===== config.mk =====
export PLATFORM = sky130hd
export DESIGN_NAME = display_mux
export DESIGN_NICKNAME = d
export VERILOG_FILES = /design/src/rtl/display_mux.sv
export SDC_FILE = /design/constraint.sdc
export NUM_CORES = 1
export LEC_CHECK = 0
export BUFFER_PORTS_ARGS = -buffer_cell sky130_fd_sc_hd__buf_2
export CORE_ASPECT_RATIO = 0.9
export CORE_MARGIN = 10
export CORE_UTILIZATION = 35
export DETAILED_ROUTE_END_ITERATION = 6
export GPL_TIMING_DRIVEN = 0
export PLACE_DENSITY_LB_ADDON = 0.15
export RECOVER_POWER = 25
export SYNTH_ARGS = -nofsm -noshare
export SYNTH_HDL_FRONTEND = slang
export SYNTH_SLANG_ARGS = --single-unit

===== constraint.sdc =====
create_clock -name clk -period 5.25 [get_ports clk]
set_input_delay 0.2625 -clock clk [delete_from_list [all_inputs] [get_ports clk]]
set_output_delay 0.2625 -clock clk [all_outputs]
set_load 0.005 [all_outputs]

===== src/rtl/display_mux.sv =====
`default_nettype none
// ============================================================================
// Module   : display_mux
// Purpose  : Scans four BCD digits onto a common-anode 7-segment display,
//            blinking the selected field while an adjust mode is active.
// Revision : 1.0 - initial release
// ============================================================================
module display_mux #(
    parameter int SCAN_DIV    = 100000,
    parameter int BLINK_TICKS = 250
) (
    input  logic       clk,
    input  logic       reset,
    input  logic [3:0] min1,
    input  logic [3:0] min0,
    input  logic [3:0] sec1,
    input  logic [3:0] sec0,
    input  logic [1:0] adjust,
    input  logic       select,
    output logic [3:0] an,
    output logic [6:0] seg
);

    localparam int c_SCAN_W  = (SCAN_DIV > 1) ? $clog2(SCAN_DIV) : 1;
    localparam int c_BLINK_W = (BLINK_TICKS > 1) ? $clog2(BLINK_TICKS) : 1;
    localparam logic [c_SCAN_W-1:0]  c_SCAN_MAX  = c_SCAN_W'(SCAN_DIV - 1);
    localparam logic [c_BLINK_W-1:0] c_BLINK_MAX = c_BLINK_W'(BLINK_TICKS - 1);

    logic [c_SCAN_W-1:0]  r_scan_cnt;
    logic [1:0]           r_idx;
    logic [c_BLINK_W-1:0] r_blink_cnt;
    logic                 r_blink_phase;

    logic       w_scan_tick;
    logic       w_adjusting;
    logic       w_blank;
    logic [3:0] w_digit;
    logic [3:0] w_an;
    logic [6:0] w_seg;

    assign w_scan_tick = (r_scan_cnt == c_SCAN_MAX);
    assign w_adjusting = (adjust != 2'b00);
    // select=1 owns the seconds slots (idx 0/1), select=0 the minutes (idx 2/3)
    assign w_blank     = w_adjusting && r_blink_phase && (select ? ~r_idx[1] : r_idx[1]);

    always_comb begin
        w_digit = sec0;
        w_an    = 4'b1110;
        case (r_idx)
            2'd0: begin w_digit = sec0; w_an = 4'b1110; end
            2'd1: begin w_digit = sec1; w_an = 4'b1101; end
            2'd2: begin w_digit = min0; w_an = 4'b1011; end
            2'd3: begin w_digit = min1; w_an = 4'b0111; end
            default: begin w_digit = sec0; w_an = 4'b1110; end
        endcase
    end

    always_comb begin
        w_seg = 7'b1111111;
        case (w_digit)
            4'd0: w_seg = 7'b1000000;
            4'd1: w_seg = 7'b1111001;
            4'd2: w_seg = 7'b0100100;
            4'd3: w_seg = 7'b0110000;
            4'd4: w_seg = 7'b0011001;
            4'd5: w_seg = 7'b0010010;
            4'd6: w_seg = 7'b0000010;
            4'd7: w_seg = 7'b1111000;
            4'd8: w_seg = 7'b0000000;
            4'd9: w_seg = 7'b0010000;
            default: w_seg = 7'b1111111;
        endcase
    end

    always_ff @(posedge clk) begin
        if (reset) begin
            r_scan_cnt <= '0;
            r_idx      <= 2'd0;
        end else if (w_scan_tick) begin
            r_scan_cnt <= '0;
            r_idx      <= r_idx + 2'd1;
        end else begin
            r_scan_cnt <= r_scan_cnt + 1'b1;
        end
    end

    // Held clear outside adjust mode so every entry begins in the visible phase
    always_ff @(posedge clk) begin
        if (reset || !w_adjusting) begin
            r_blink_cnt   <= '0;
            r_blink_phase <= 1'b0;
        end else if (w_scan_tick) begin
            if (r_blink_cnt == c_BLINK_MAX) begin
                r_blink_cnt   <= '0;
                r_blink_phase <= ~r_blink_phase;
            end else begin
                r_blink_cnt <= r_blink_cnt + 1'b1;
            end
        end
    end

    always_ff @(posedge clk) begin
        if (reset || w_blank) begin
            an  <= 4'b1111;
            seg <= 7'b1111111;
        end else begin
            an  <= w_an;
            seg <= w_seg;
        end
    end

endmodule
`default_nettype wire

==> insert_results.sql, run 1 <==
INSERT INTO impl_metrics (metric_group, metric, value, unit) VALUES
('placed_design', 'dp_slack', '2.969', 'ns'),
('sta', 'totalNegativeSetupSlack', '0', 'ns'),
('power', 'cell_internal_pwr', '0.4205', 'mW'),
('yosys', 'number_of_unique_standard_cell_types_used_by_synthesis', '43', ''),
('detailed_routing', 'drt_pass_1_iters', '4', ''),
('layout', 'n_fill_cell', '577', ''),
('sta', 'worst_hold_margin', '0.1866', 'ns'),
('power', 'power.net_switching', '0.1227', 'mW'),
('power', 'p_seq_frac', '0.561', ''),
('power', 'power.share.combinational', '0.064', ''),
('worst_setup_path', 'worstSetupStartpoint', 'r_idx[0]$_SDFFE_PP0N_', ''),
('detailed_routing', 'vias', '1599', ''),
('hold_path', 'timing.hold.worst_path_depth', '2', ''),
('detailed_routing', 'detailed_route_vias_per_instance', '4.997', ''),
('layout', 'layout.cells.most_common', 'dfxtp_1', ''),
('yosys', 'synthesis.yosys.warnings', '0', ''),
('grt', 'initial_antenna_violation_count', '0', ''),
('worst_setup_path', 'worst-path-max-fanout', '9', ''),
('grt', 'grt_start_max_net_pins', '12', ''),
('job', 'max_cap_viol_count', '0', ''),
('sta', 'setup_viol', '0', ''),
('worst_setup_path', 'r2r_slack', '3.00', 'ns'),
('clocking', 'cts_num_sinks', '39', ''),
('die', 'starting_density_of_the_core', '0.3656', ''),
('detailed_routing', 'post_detailed_route_wirelength_per_cell', '12.68', 'um'),
('layout', 'finalNetCount', '284', ''),
('worst_setup_path', 'timing.setup.critical_path_class', 'flop to flop', ''),
('outcome', 'status', 'finished, final reports clean', ''),
('grt', 'grt_pass1_vias', '1557', ''),
('detailed_routing', 'drt_iter0_markers', '70', ''),
('power', 'power_density', '240.5', 'nW/um2'),
('worst_setup_path', 'reg2regPathDepth', '7', ''),
('worst_setup_path', 'critical_path.reg2reg.startpoint', 'r_idx[0]$_SDFFE_PP0N_', ''),
('yosys', 'synth.yosys.seq_area_share', '0.4015', ''),
('power', 'total_leakage_power', '0.8824', 'nW'),
('worst_setup_path', 'crit_path_end_kind', 'flop', ''),
('grt', 'first_pass_grt_wire_length', '7.189', 'mm'),
('power', 'p_sw_frac', '0.2259', ''),
('grt', 'grt-ovfl-total', '0', ''),
('layout', 'final_layout_size_suffix_gt1_frac', '0.1462', ''),
('die', 'coreArea', '5318', 'um2'),
('die', 'die_area', '8941', 'um2'),
('clocking', 'clk_pin_slew', '0.07', 'ns'),
('yosys', 'netlist_instances', '215', ''),
('sta', 'max_slew_margin', '0.5302', ''),
('yosys', 'edff_count_synth', '0', ''),
('clocking', 'cts.root.buffer_cell', 'clkbuf_8', ''),
('clocking', 'number_of_hold_repair_buffers_added_at_the_cts_stage', '0', ''),
('layout', 'leading_cell_types_in_the_layout_fill_and_taps_excluded', '39 x dfxtp_1, 23 x buf_2, 19 x nor2_1', ''),
('detailed_routing', 'drc', '0', ''),
('placed_design', 'dpl.cell_count', '313', ''),
('clocking', 'numCtsBuffers', '5', ''),
('die', 'die_w', '98.57', 'um'),
('clocking', 'number_of_setup_buffers_added_after_cts', '0', ''),
('sta', 'clock_period_minus_final_worst_setup_slack', '2.254', 'ns'),
('sta', 'rsz_0062_raised_after_global_routing', 'no', ''),
('clocking', 'cts.path.max_buffers', '2', ''),
('clocking', 'htree_num_levels', '2', ''),
('placed_design', 'port_buffers', '31', ''),
('sta', 'worst-slew-pin-transition', '0.6851', 'ns'),
('placed_design', 'dp.final_hpwl', '3.062', 'mm'),
('clocking', 'tritoncts_clock_tree', 'built', ''),
('yosys', 'netlist_area', '1944', 'um2'),
('worst_setup_path', 'critical_path_required', '5.47', 'ns'),
('power', 'pwr-share-clk', '0.375', ''),
('clocking', 'post_cts_resize_count', '0', ''),
('yosys', 'synthesis.area_per_instance', '9.044', 'um2'),
('hold_path', 'holdCritStartpoint', 'reset', ''),
('sta', 'timing.clock.skew', '0.001720', 'ns'),
('sta', 'layout_worst_path_cycle_share', '0.4294', ''),
('layout', 'multiInputGateArea', '1056', 'um2');
## worst max-delay path: stages, from the launching register on
cell and delay [ns]:
dfxtp_1 0.34, inv_1 0.11, ha_1 0.17, clkbuf_1 0.30
mux2i_1 0.65, ha_1 0.37, and2_1 0.14, o21ai_0 0.12
## logic make-up (layout without fill, tap and decap cells)
| kind of cell | Yosys count | in the layout | share of synthesized area |
|---|---|---|---|
| and+or+nand+nor | 81 | 81 | 0.2478 |
| DFF | 39 | 39 | 0.4015 |
| buffers and inverters | 23 | 61 | 0.05534 |
| adders and majority gates | 10 | 10 | 0.06435 |
| muxes | 6 | 6 | 0.03153 |
| xor gates and xnor gates | 16 | 16 | 0.07207 |
| AOI/OAI and AO/OA | 40 | 40 | 0.1274 |
## through the flow
stage,power [mW],util,area (um2)
after floorplan,0.3307,-,1944
after global placement,0.3479,0.4106,2183
after detailed placement,0.3482,0.4106,2183
after CTS,0.5536,0.4271,2271
after global routing,0.5700,0.4247,2258
final,0.5432,0.4247,2258
## sequential cells by signal (all words and copies together) (netlist names)
signal / count
seg: 7
r_idx: 2
r_blink_phase: 1
r_blink_cnt: 8
an: 4
r_scan_cnt: 17
## metal layers
metal  global-route usage  routed length (um)
met2               0.1386                1775
met5                    0                   0
met4              0.03222                  55
met3              0.03826                 251
met1               0.1177                1974
## final cells by class
cell class | count | area share
inverter | 13 | 0.02161
clock inverter | 1 | 0.002216
timing repair buffer | 31 | 0.06316
buffer | 10 | 0.02604
multi-input combinational | 153 | 0.4676
clock buffer | 6 | 0.03657
tap | 67 | 0.03712
sequential | 39 | 0.3457
## power by group through the flow
stage          registers, mW  clock network [mW]  logic (mW)
5_1_grt                0.305               0.224      0.0406
2_1_floorplan          0.312                   0      0.0188
3_5_place_dp           0.311                   0      0.0368
4_1_cts                0.304               0.212      0.0369
6_report               0.305               0.204      0.0349
3_3_place_gp           0.311                   0      0.0365
## cells in the mapped netlist (3+ instances only)
library cell	n	area share
and4_1	3	0.014
nand2_1	15	0.029
o31ai_1	3	0.012
dfxtp_1	39	0.40
inv_1	13	0.025
a21oi_1	16	0.041
xnor2_1	8	0.036
mux2i_1	5	0.026
clkbuf_1	5	0.0097
o21ai_1	8	0.021
and3_1	4	0.013
or3_1	6	0.019
nand3_1	8	0.021
xor2_1	8	0.036
or4b_1	3	0.015
a222oi_1	4	0.021
nand4_1	7	0.023
nor2_1	19	0.037
ha_1	10	0.064
## how the worst max path moves through the flow
| stage | to | depth (start not counted) |
|---|---|---|
| global placement | seg[1]$_SDFF_PP1_ | 7 |
| CTS | seg[1]$_SDFF_PP1_ | 7 |
| floorplan | seg[1]$_SDFF_PP1_ | 7 |
| detailed placement | seg[1]$_SDFF_PP1_ | 7 |
| global route | seg[1]$_SDFF_PP1_ | 7 |
| finish | seg[1]$_SDFF_PP1_ | 7 |
Power figures use the tool's default switching activity.
==> inputs of run 2 (changes only) <==
==> constraint.sdc (replaced) <==
create_clock -name clk -period 1.85 [get_ports clk]
set_input_delay 0.0925 -clock clk [delete_from_list [all_inputs] [get_ports clk]]
set_output_delay 0.0925 -clock clk [all_outputs]
set_load 0.005 [all_outputs]
==> run 2 against run 1 <==
Against the previous run: largest power group unchanged; the flow now finishes with violations (negative setup slack); critical path depth is 1 lower; hold slack got worse by 0.16 ns; design area is 12% higher; combinational power rose to 3.9 times the previous value.
==> insert_results.sql, run 2 (same netlist as run 1, synthesis figures left out) <==
INSERT INTO impl_metrics (metric_group, metric, value, unit) VALUES
('outcome', 'status', 'finished with violations', ''),
('outcome', 'failing_checks', 'negative setup slack', ''),
('job', 'max_cap_viol_count', '0', ''),
('worst_setup_path', 'crit_path_end_kind', 'flop', ''),
('sta', 'setup_viol', '7', ''),
('worst_setup_path', 'timing.setup.critical_path_class', 'flop to flop', ''),
('power', 'totalPowerFinal', '1.516', 'mW'),
('layout', 'finalNetCount', '295', ''),
('sta', 'clock_period_minus_final_worst_setup_slack', '1.930', 'ns'),
('power', 'power_density', '597.3', 'nW/um2'),
('sta', 'layout_worst_path_cycle_share', '1.043', ''),
('detailed_routing', 'post_detailed_route_wirelength_per_cell', '13.29', 'um'),
('layout', 'final_layout_size_suffix_gt1_frac', '0.3118', ''),
('grt', 'grt_pass1_vias', '1628', ''),
('detailed_routing', 'detailed_route_vias_per_instance', '5.088', ''),
('die', 'die_w', '98.57', 'um'),
('sta', 'worst_hold_margin', '0.02789', 'ns'),
('clocking', 'htree_num_levels', '2', ''),
('worst_setup_path', 'startpoint_class', 'flop', ''),
('die', 'ioPinCount', '32', ''),
('clocking', 'insertion_delay', '0.28', 'ns'),
('clocking', 'clk_pin_slew', '0.07', 'ns'),
('placed_design', 'port_buffers', '31', ''),
('power', 'total_leakage_power', '0.9507', 'nW'),
('placed_design', 'dpl_cell_area', '2211', 'um2'),
('placed_design', 'weighted_congestion_at_the_end_of_routability_driven_global_placement', '0.7927', ''),
('die', 'starting_density_of_the_core', '0.3656', ''),
('detailed_routing', 'vias', '1679', ''),
('power', 'maximum_vdd_drop', '0.0002219', 'V'),
('layout', 'leading_cell_types_in_the_layout_fill_and_taps_excluded', '34 x dfxtp_1, 26 x buf_2, 19 x nor2_1', ''),
('clocking', 'cts.path.max_buffers', '2', ''),
('die', 'coreArea', '5318', 'um2'),
('die', 'die_area', '8941', 'um2'),
('layout', 'area_growth', '30.57', '%'),
('worst_setup_path', 'arrival', '2.15', 'ns'),
('sta', 'worst-slew-pin-transition', '0.8065', 'ns'),
('clocking', 'numCtsBuffers', '5', ''),
('sta', 'hold_viol', '0', ''),
('worst_setup_path', 'critical_path_required', '2.07', 'ns'),
('placed_design', 'dp.final_hpwl', '3.004', 'mm'),
('placed_design', 'dpl.cell_count', '313', ''),
('grt', 'global_route.usage.total', '0.09499', ''),
('grt', 'grt_start_max_net_pins', '11', ''),
('grt', 'grt-ovfl-total', '0', ''),
('sta', 'rsz_0062_raised_after_global_routing', 'yes', ''),
('sta', 'max_slew_margin', '0.4612', ''),
('sta', 'worst_slack', '-0.07966', 'ns'),
('layout', 'largest-register', 'r_scan_cnt', ''),
('grt', 'first_pass_grt_wire_length', '7.300', 'mm'),
('layout', 'biggestRegsByFlops', 'r_scan_cnt x17, r_blink_cnt x8, seg x7', ''),
('sta', 'slew_viol_final', '0', ''),
('layout', 'antenna-diode-count', '0', ''),
('layout', 'final_util', '0.4774', ''),
('layout', 'number_of_flip_flops_in_the_largest_register', '17', ''),
('detailed_routing', 'drtAntennaViolNets', '0', ''),
('clocking', 'tritoncts_clock_tree', 'built', ''),
('sta', 'timing.clock.skew', '0.005040', 'ns'),
('layout', 'layout.cells.most_common', 'dfxtp_1', ''),
('clocking', 'cts.root.buffer_cell', 'clkbuf_8', ''),
('layout', 'non_filler_instances', '330', ''),
('layout', 'n_fill_cell', '521', ''),
('detailed_routing', 'drt_pass_1_iters', '5', ''),
('detailed_routing', 'drt_total_wl', '4.385', 'mm'),
('hold_path', 'holdCritPathClass', 'input pin to flop', ''),
('grt', 'initial_antenna_violation_count', '0', ''),
('die', 'placement_rows', '25', ''),
('die', 'chipHeight', '90.71', 'um'),
('sta', 'max_freq', '518.2', 'MHz'),
('layout', 'final_cell_area', '2539', 'um2'),
('detailed_routing', 'drt_iter0_markers', '71', ''),
('detailed_routing', 'drc', '0', ''),
('worst_setup_path', 'worst-path-max-fanout', '5', ''),
('clocking', 'cts_num_sinks', '39', '');
run 2: repair_timing:
action                                  in CTS  in global routing
setup buffers                                8                  4
hold endpoints to repair                     0                  0
hold buffers                                 0                  0
endpoints found under the setup margin      21                 18
gates resized for setup                     21                 24
pin swaps                                    7                 14
run 2: path summary, 6_finish.rpt:
kind	cells after the start	start	slack, ns	to
worst max-delay path	6	r_idx[0]$_SDFFE_PP0N_	-0.08	seg[0]$_SDFF_PP1_
worst min-delay path	2	reset	0.03	r_idx[1]$_SDFFE_PP0N_
worst max register to register	6	r_idx[0]$_SDFFE_PP0N_	-0.08	seg[0]$_SDFF_PP1_
worst min register to register	1	r_scan_cnt[0]$_SDFF_PP0_	0.45	r_scan_cnt[0]$_SDFF_PP0_
run 2: routing by layer:
layer  part of all wire  track usage  vias up
met4              0.012      0.02864        0
met5                  0            0        -
met3              0.061      0.04285        5
met2               0.46       0.1479       33
li1                   -            -      871
met1               0.47       0.1136      770
run 2: critical path, stage by stage (launching register included):
cell      delay [ns]
dfxtp_4         0.38
inv_4           0.05
ha_4            0.17
a222oi_1        0.47
mux2i_4         0.18
or4b_4          0.52
nand4_1         0.10
run 2: cell type report:
class / instances / area, um2 / area share
Inverter: 13 / 53.80 / 0.02119
Sequential cell: 39 / 794.5 / 0.3130
Buffer: 9 / 63.81 / 0.02514
Multi-Input combinational cell: 153 / 1231 / 0.4850
Tap cell: 67 / 83.83 / 0.03302
Clock buffer: 6 / 72.57 / 0.02859
Timing Repair Buffer: 43 / 239.0 / 0.09414
run 2: per-stage QoR:
step           worst slack (ns)  TNS (ns)
4_1_cts                -0.05992   -0.1841
3_5_place_dp            -0.2620    -2.736
6_report               -0.07966   -0.2665
2_1_floorplan          0.006228         0
5_1_grt                 -0.1523   -0.8655
3_3_place_gp            -0.2944    -2.451
run 2: where the power goes:
group	switching [mW]	internal [mW]	leakage, nW
Clock	0.265	0.251	0.0371
Combinational	0.0688	0.0682	0.594
Sequential	0.00904	0.854	0.320
Total	0.343	1.17	0.951
